File: src/rtl/subtractor_16bit_serial_pkg.sv
// Shared types and constants for the bit-serial subtractor.
package subtractor_pkg;

  typedef enum logic [1:0] {
    IDLE = 2'd0,
    RUN  = 2'd1,
    DONE = 2'd2
  } sub_state_t;

  localparam int unsigned DEFAULT_WIDTH = 16;

  // Largest positive two's-complement value of width w, zero-extended to 64 bits.
  function automatic logic [63:0] max_pos(input int unsigned w);
    logic [63:0] v;
    v = '0;
    for (int unsigned i = 0; i < w - 1; i++) v[i] = 1'b1;
    return v;
  endfunction

  // Most negative two's-complement value of width w, zero-extended to 64 bits.
  function automatic logic [63:0] max_neg(input int unsigned w);
    logic [63:0] v;
    v = '0;
    v[w-1] = 1'b1;
    return v;
  endfunction

endpackage

File: src/rtl/subtractor_16bit_serial_if.sv
// Start/busy/done handshake and operand/result bus of the serial subtractor.
interface subtractor_16bit_serial_if
  import subtractor_pkg::*;
#(
  parameter int unsigned WIDTH = DEFAULT_WIDTH
);
  logic             start;
  logic [WIDTH-1:0] A;
  logic [WIDTH-1:0] B;
  logic             busy;
  logic             done;
  logic [WIDTH-1:0] diff;
  logic             overflow;

  modport master (
    output start, A, B,
    input  busy, done, diff, overflow
  );

  modport slave (
    input  start, A, B,
    output busy, done, diff, overflow
  );
endinterface

File: src/rtl/subtractor_16bit_serial_full_adder.sv
// Single-bit full adder cell shared by every bit position of the serial datapath.
module full_adder_1bit (
  input  logic a,
  input  logic b,
  input  logic cin,
  output logic s,
  output logic cout
);
  // Sum and carry of three input bits.
  always_comb begin
    s    = a ^ b ^ cin;
    cout = (a & b) | (a & cin) | (b & cin);
  end
endmodule

File: src/rtl/subtractor_16bit_serial.sv
// Bit-serial two's-complement subtractor: diff = A - B, LSB first, one bit per clock.
// Optional build macro SUBTRACTOR_SATURATE_EN clamps diff on signed overflow.
module subtractor_16bit_serial
  import subtractor_pkg::*;
#(
  parameter int unsigned WIDTH = DEFAULT_WIDTH
) (
  input  logic                               clk,
  input  logic                               rst_n,
  subtractor_16bit_serial_if.slave           sub
);

  localparam int unsigned CW = (WIDTH > 1) ? $clog2(WIDTH) : 1;
  localparam logic [CW-1:0] LAST = CW'(WIDTH - 1);

  sub_state_t       state, state_nxt;
  logic [WIDTH-1:0] sa, sb, res;
  logic [CW-1:0]    cnt;
  logic             carry;
  logic             a_msb, b_msb;
  logic [WIDTH-1:0] diff_q;
  logic             ovf_q;

  logic             fa_s, fa_c;
  logic             last_bit;
  logic [WIDTH-1:0] res_nxt;
  logic             ovf_nxt;
  logic [WIDTH-1:0] diff_nxt;

  full_adder_1bit u_fa (
    .a    (sa[0]),
    .b    (sb[0]),
    .cin  (carry),
    .s    (fa_s),
    .cout (fa_c)
  );

  // Completed result and its signed-overflow flag, valid on the last RUN edge.
  always_comb begin
    last_bit = (cnt == LAST);
    res_nxt  = {fa_s, res[WIDTH-1:1]};
    ovf_nxt  = (a_msb != b_msb) && (fa_s != a_msb);
`ifdef SUBTRACTOR_SATURATE_EN
    diff_nxt = ovf_nxt ? (a_msb ? WIDTH'(max_neg(WIDTH)) : WIDTH'(max_pos(WIDTH))) : res_nxt;
`else
    diff_nxt = res_nxt;
`endif
  end

  // State register.
  always_ff @(posedge clk or negedge rst_n) begin
    if (!rst_n) state <= IDLE;
    else        state <= state_nxt;
  end

  // Next-state logic; start is only looked at in IDLE.
  always_comb begin
    state_nxt = state;
    unique case (state)
      IDLE:    if (sub.start) state_nxt = RUN;
      RUN:     if (last_bit)  state_nxt = DONE;
      DONE:    state_nxt = IDLE;
      default: state_nxt = IDLE;
    endcase
  end

  // Handshake outputs decoded from the registered state.
  always_comb begin
    sub.busy = (state == RUN);
    sub.done = (state == DONE);
  end

  // Serial datapath: operand capture, bit shifting and result commit.
  always_ff @(posedge clk or negedge rst_n) begin
    if (!rst_n) begin
      sa     <= '0;
      sb     <= '0;
      res    <= '0;
      cnt    <= '0;
      carry  <= 1'b0;
      a_msb  <= 1'b0;
      b_msb  <= 1'b0;
      diff_q <= '0;
      ovf_q  <= 1'b0;
    end else if (state == IDLE) begin
      if (sub.start) begin
        sa    <= sub.A;
        sb    <= ~sub.B;
        carry <= 1'b1;
        cnt   <= '0;
        a_msb <= sub.A[WIDTH-1];
        b_msb <= sub.B[WIDTH-1];
      end
    end else if (state == RUN) begin
      res   <= res_nxt;
      sa    <= sa >> 1;
      sb    <= sb >> 1;
      carry <= fa_c;
      cnt   <= cnt + 1'b1;
      if (last_bit) begin
        diff_q <= diff_nxt;
        ovf_q  <= ovf_nxt;
      end
    end
  end

  assign sub.diff     = diff_q;
  assign sub.overflow = ovf_q;

endmodule

File: src/flat_wrapper.sv
// flat-port wrapper written by rule: the top's interface ports become plain ports
module subtractor_16bit_serial_flat import subtractor_pkg::*;
#(
  parameter int unsigned WIDTH = DEFAULT_WIDTH
)
  (clk, rst_n, sub_start, sub_A, sub_B, sub_busy, sub_done, sub_diff, sub_overflow);
  subtractor_16bit_serial_if #(.WIDTH(WIDTH)) sub_i ();
  input  logic clk;
  input  logic rst_n;
  input wire logic [$bits(sub_i.start)-1:0] sub_start;
  input wire logic [$bits(sub_i.A)-1:0] sub_A;
  input wire logic [$bits(sub_i.B)-1:0] sub_B;
  output wire logic [$bits(sub_i.busy)-1:0] sub_busy;
  output wire logic [$bits(sub_i.done)-1:0] sub_done;
  output wire logic [$bits(sub_i.diff)-1:0] sub_diff;
  output wire logic [$bits(sub_i.overflow)-1:0] sub_overflow;
  assign sub_i.start = sub_start;
  assign sub_i.A = sub_A;
  assign sub_i.B = sub_B;
  assign sub_busy = sub_i.busy;
  assign sub_done = sub_i.done;
  assign sub_diff = sub_i.diff;
  assign sub_overflow = sub_i.overflow;
  subtractor_16bit_serial #(.WIDTH(WIDTH)) u_core (.clk(clk), .rst_n(rst_n), .sub(sub_i));
endmodule
File: config.mk
export PLATFORM = sky130hd
export DESIGN_NAME = subtractor_16bit_serial_flat
export DESIGN_NICKNAME = d
export VERILOG_FILES = /design/src/rtl/subtractor_16bit_serial_pkg.sv /design/src/rtl/subtractor_16bit_serial_if.sv /design/src/rtl/subtractor_16bit_serial_full_adder.sv /design/src/rtl/subtractor_16bit_serial.sv /design/src/flat_wrapper.sv
export SDC_FILE = /design/constraint.sdc
export NUM_CORES = 1
export LEC_CHECK = 0
export BUFFER_PORTS_ARGS = -buffer_cell sky130_fd_sc_hd__buf_2
export CORE_MARGIN = 1
export CORE_UTILIZATION = 30
export DETAILED_ROUTE_END_ITERATION = 8
export SLEW_MARGIN = 25
export SYNTH_ARGS = -nofsm -noshare
export SYNTH_HDL_FRONTEND = slang
export SYNTH_SLANG_ARGS = --single-unit
File: constraint.sdc
create_clock -name clk -period 1.55 [get_ports clk]
set_input_delay 0.31 -clock clk [delete_from_list [all_inputs] [get_ports clk]]
set_output_delay 0.31 -clock clk [all_outputs]
set_load 0.005 [all_outputs]
==> results.txt <==
Gr usage total = 13.0%
Max_cap viols = 0
Antenna violations before repair = 0
Worst Setup EP = u_core.sub.overflow$_DFFE_PN0P_
Synth Cell Area = 3110 µm²
Pin count of the biggest net entering global routing = 34
Critical path buffers and inverters = 0
Setup violations, final = 0
Synth Flop Type = dfrtp_1
DRC = 0
Worst path max stage delay = 0.58 ns
Min-delay src = sub_A[15]
Die footprint = 10800 µm²
DIE WIDTH = 104 µm
Hpwl dp = 4280 µm
RR Endpoint = u_core.sub.overflow$_DFFE_PN0P_
Clock tree buffer depth = 2
Final hold slack = 0.241 ns
HP Class = input port to flip-flop
Synth warnings = 0
Via count = 2312
Most used routing layer = met2
GP Congestion = 0.701
Crit path depth = 4
Initial core utilization = 31.4%
Clk root buf = clkbuf_8
Final #Nets = 401
Worst EP arrival = 1.75 ns
Async set or reset register ratio after synthesis = 100%
Synthesized flop and latch total = 73
Total wire length = 6390 µm
Sink Count = 73
First-pass GRT wire length = 11200 µm
Fin crit period = 1.52 ns
Worst VDD drop = 0.656 mV
Worst R2R Start = u_core.carry$_DFFE_PN0P_
# IOs = 54
Startpoint type of the worst setup path = flip-flop
Mapped Cells = 293
Worst-margin pin slew = 0.346 ns
Clock skew = 0.00829 ns
Lkg Pwr = 0.00182 µW
Congestion Overflow GR = 0
P&R area growth vs syn = 25.8%
Worst-Skew Late Latency = 0.34 ns
Final slew viol count = 0
Critical path capture point type = flip-flop
# port buffers = 53
PwrDens = 1790 nW/µm²
DR pass1 iterations = 7
Worst reg2reg path depth = 4
Seq/Total Area, Yosys = 58.7%
Worst path top cell family by delay = adder cells
Critical Path Start = u_core.carry$_DFFE_PN0P_
Final Core Density = 39.5%
Post-synthesis average cell area = 10.6 µm²
RSZ-0062 raised after global routing = true
Synth area leaders = dfrtp_1 59%, nand2_1 9.4%, mux2_2 6.9%
Rows = 36
Tot Pwr = 7010 µW
Core area = 9910 µm²
Met2 usage = 19.7%
Number of routed nets with antenna violations = 0
Achievable Freq = 657 MHz
Via density = 4.61
Routed len/inst = 12.7 µm
Cell taking the most area after synthesis = dfrtp_1
Die H = 104 µm
Critical path class = flip-flop to flip-flop
Syn_nets = 330
Slew margin rel. = 76.9%
Clock-pin slew on the worst setup and hold paths = 0.08 ns
CP Max Fanout = 3
Worst-path cell with the longest stage delay = fa_1
Ant. Diodes = 0
CP cell instances = fa_1 > nand2b_1 > o21ai_1 > mux2_2
CTS tree = yes
EDFF count, synth = 0
Layout cell share with drive strength beyond 1 = 32.2%
CP required = 1.77 ns
R2R Setup Slk = 0.03 ns
DRT iter0 DRCs = 128
Hold Fails Final Rpt = 0
Met3 Track Usage GR = 2.64%
Yosys cell types = 28
Final period util = 98.1%
Global routing usage on met1 = 17.6%
Area fraction of the dominant cell type after synthesis = 58.7%
CTS H-tree depth = 3
Vias in the first global route = 2325
CTS buffer count = 9
Status = finished clean
layout make-up:
class	count	area, µm²
Tap cell	133	166
Fill cell	994	5990
Clock inverter	6	42.5
Clock buffer	10	128
Inverter	1	8.76
Sequential cell	73	1830
Timing Repair Buffer	78	529
Multi-Input combinational cell	201	1210
sequential cells by signal, indices dropped and copies added, names as in the netlist:
register,flops
u_core.sa,16
u_core.sb,16
u_core.sub.diff,16
u_core.res,15
u_core.cnt,4
u_core.state,2
u_core.a_msb,1
u_core.b_msb,1
u_core.carry,1
u_core.sub.overflow,1
logic make-up after synthesis:
| logic type | after synthesis | synth area share, % |
|---|---|---|
| adders and majority gates | 2 | 1.05 |
| buffers and inverters | 19 | 3.18 |
| muxes | 36 | 12.3 |
| and+or+nand+nor | 107 | 14.7 |
| DFF | 73 | 58.7 |
| AOI/OAI and AO/OA | 56 | 10.0 |
cells in the mapped netlist, types with 2 or more instances:
cell      count
nand2_1      78
dfrtp_1      73
o21ai_0      32
mux2_2       19
mux2i_1      17
a21oi_1      16
nor3_1       15
clkbuf_1     10
buf_2         4
nor2_1        4
nand2b_1      3
a22o_1        2
a41oi_1       2
buf_4         2
buf_6         2
nand3_1       2
where the power goes:
part,total [µW],switching [µW],internal (µW)
logic,2510,1230,1280
clock network,1310,722,584
registers,3200,488,2710
total,7010,2440,4570
layer usage:
metal | wire (µm) | share of wire, % | vias up
li1 | - | - | 1134
met1 | 3160 | 49 | 1101
met2 | 2780 | 44 | 65
met3 | 293 | 4.6 | 12
met4 | 156 | 2.4 | 0
met5 | 0 | 0 | -
worst register-to-register path: stages (launching register included):
cell and delay [ns]:
dfrtp_1 0.41, fa_1 0.58, nand2b_1 0.11, o21ai_1 0.05, mux2_2 0.25
through the flow:
step	setup TNS [ns]	setup WS (ns)	instances	cell area [µm²]
6_report	0	0.0288	502	3920
2_1_floorplan	0	0.0373	293	3120
5_1_grt	-0.261	-0.0273	502	3920
4_1_cts	0	0.0155	501	3900
3_3_place_gp	0	0.0464	478	3630
3_5_place_dp	0	0.0368	478	3630
worst min path at each step:
stage                                     end  slack [ns]  cells past startpoint
global route         u_core.b_msb$_DFFE_PN0P_        0.24                      2
finish               u_core.a_msb$_DFFE_PN0P_        0.24                      2
floorplan            u_core.a_msb$_DFFE_PN0P_        0.01                      0
detailed placement  u_core.res[3]$_DFFE_PN0P_        0.25                      1
CTS                  u_core.a_msb$_DFFE_PN0P_        0.23                      2
global placement    u_core.res[2]$_DFFE_PN0P_        0.24                      1
cell usage in the layout (no fill, tap or decap), types with 2 or more instances in the layout:
cell,synthesis,routed
buf_6,2,5
nand2b_1,3,2
clkinv_2,0,2
buf_4,2,17
nand2_1,78,78
a22o_1,2,2
clkbuf_8,0,9
mux2_2,19,19
dfrtp_1,73,73
clkinv_4,0,2
a41oi_1,2,2
nor2_1,4,4
buf_12,0,4
mux2i_1,17,17
buf_2,4,51
a21oi_1,16,16
clkinvlp_4,0,2
o21ai_0,32,31
nor3_1,15,15
what timing repair did:
action / 4_1_cts / 5_1_grt
hold endpoints to repair: 22 / 0
setup buffers: 6 / 2
gates resized for setup: 13 / 5
pin swaps: 0 / 1
hold buffers: 1 / 0
setup endpoints to repair: 2 / 43
cloned: 0 / 0
Power figures use the tool's default switching activity.
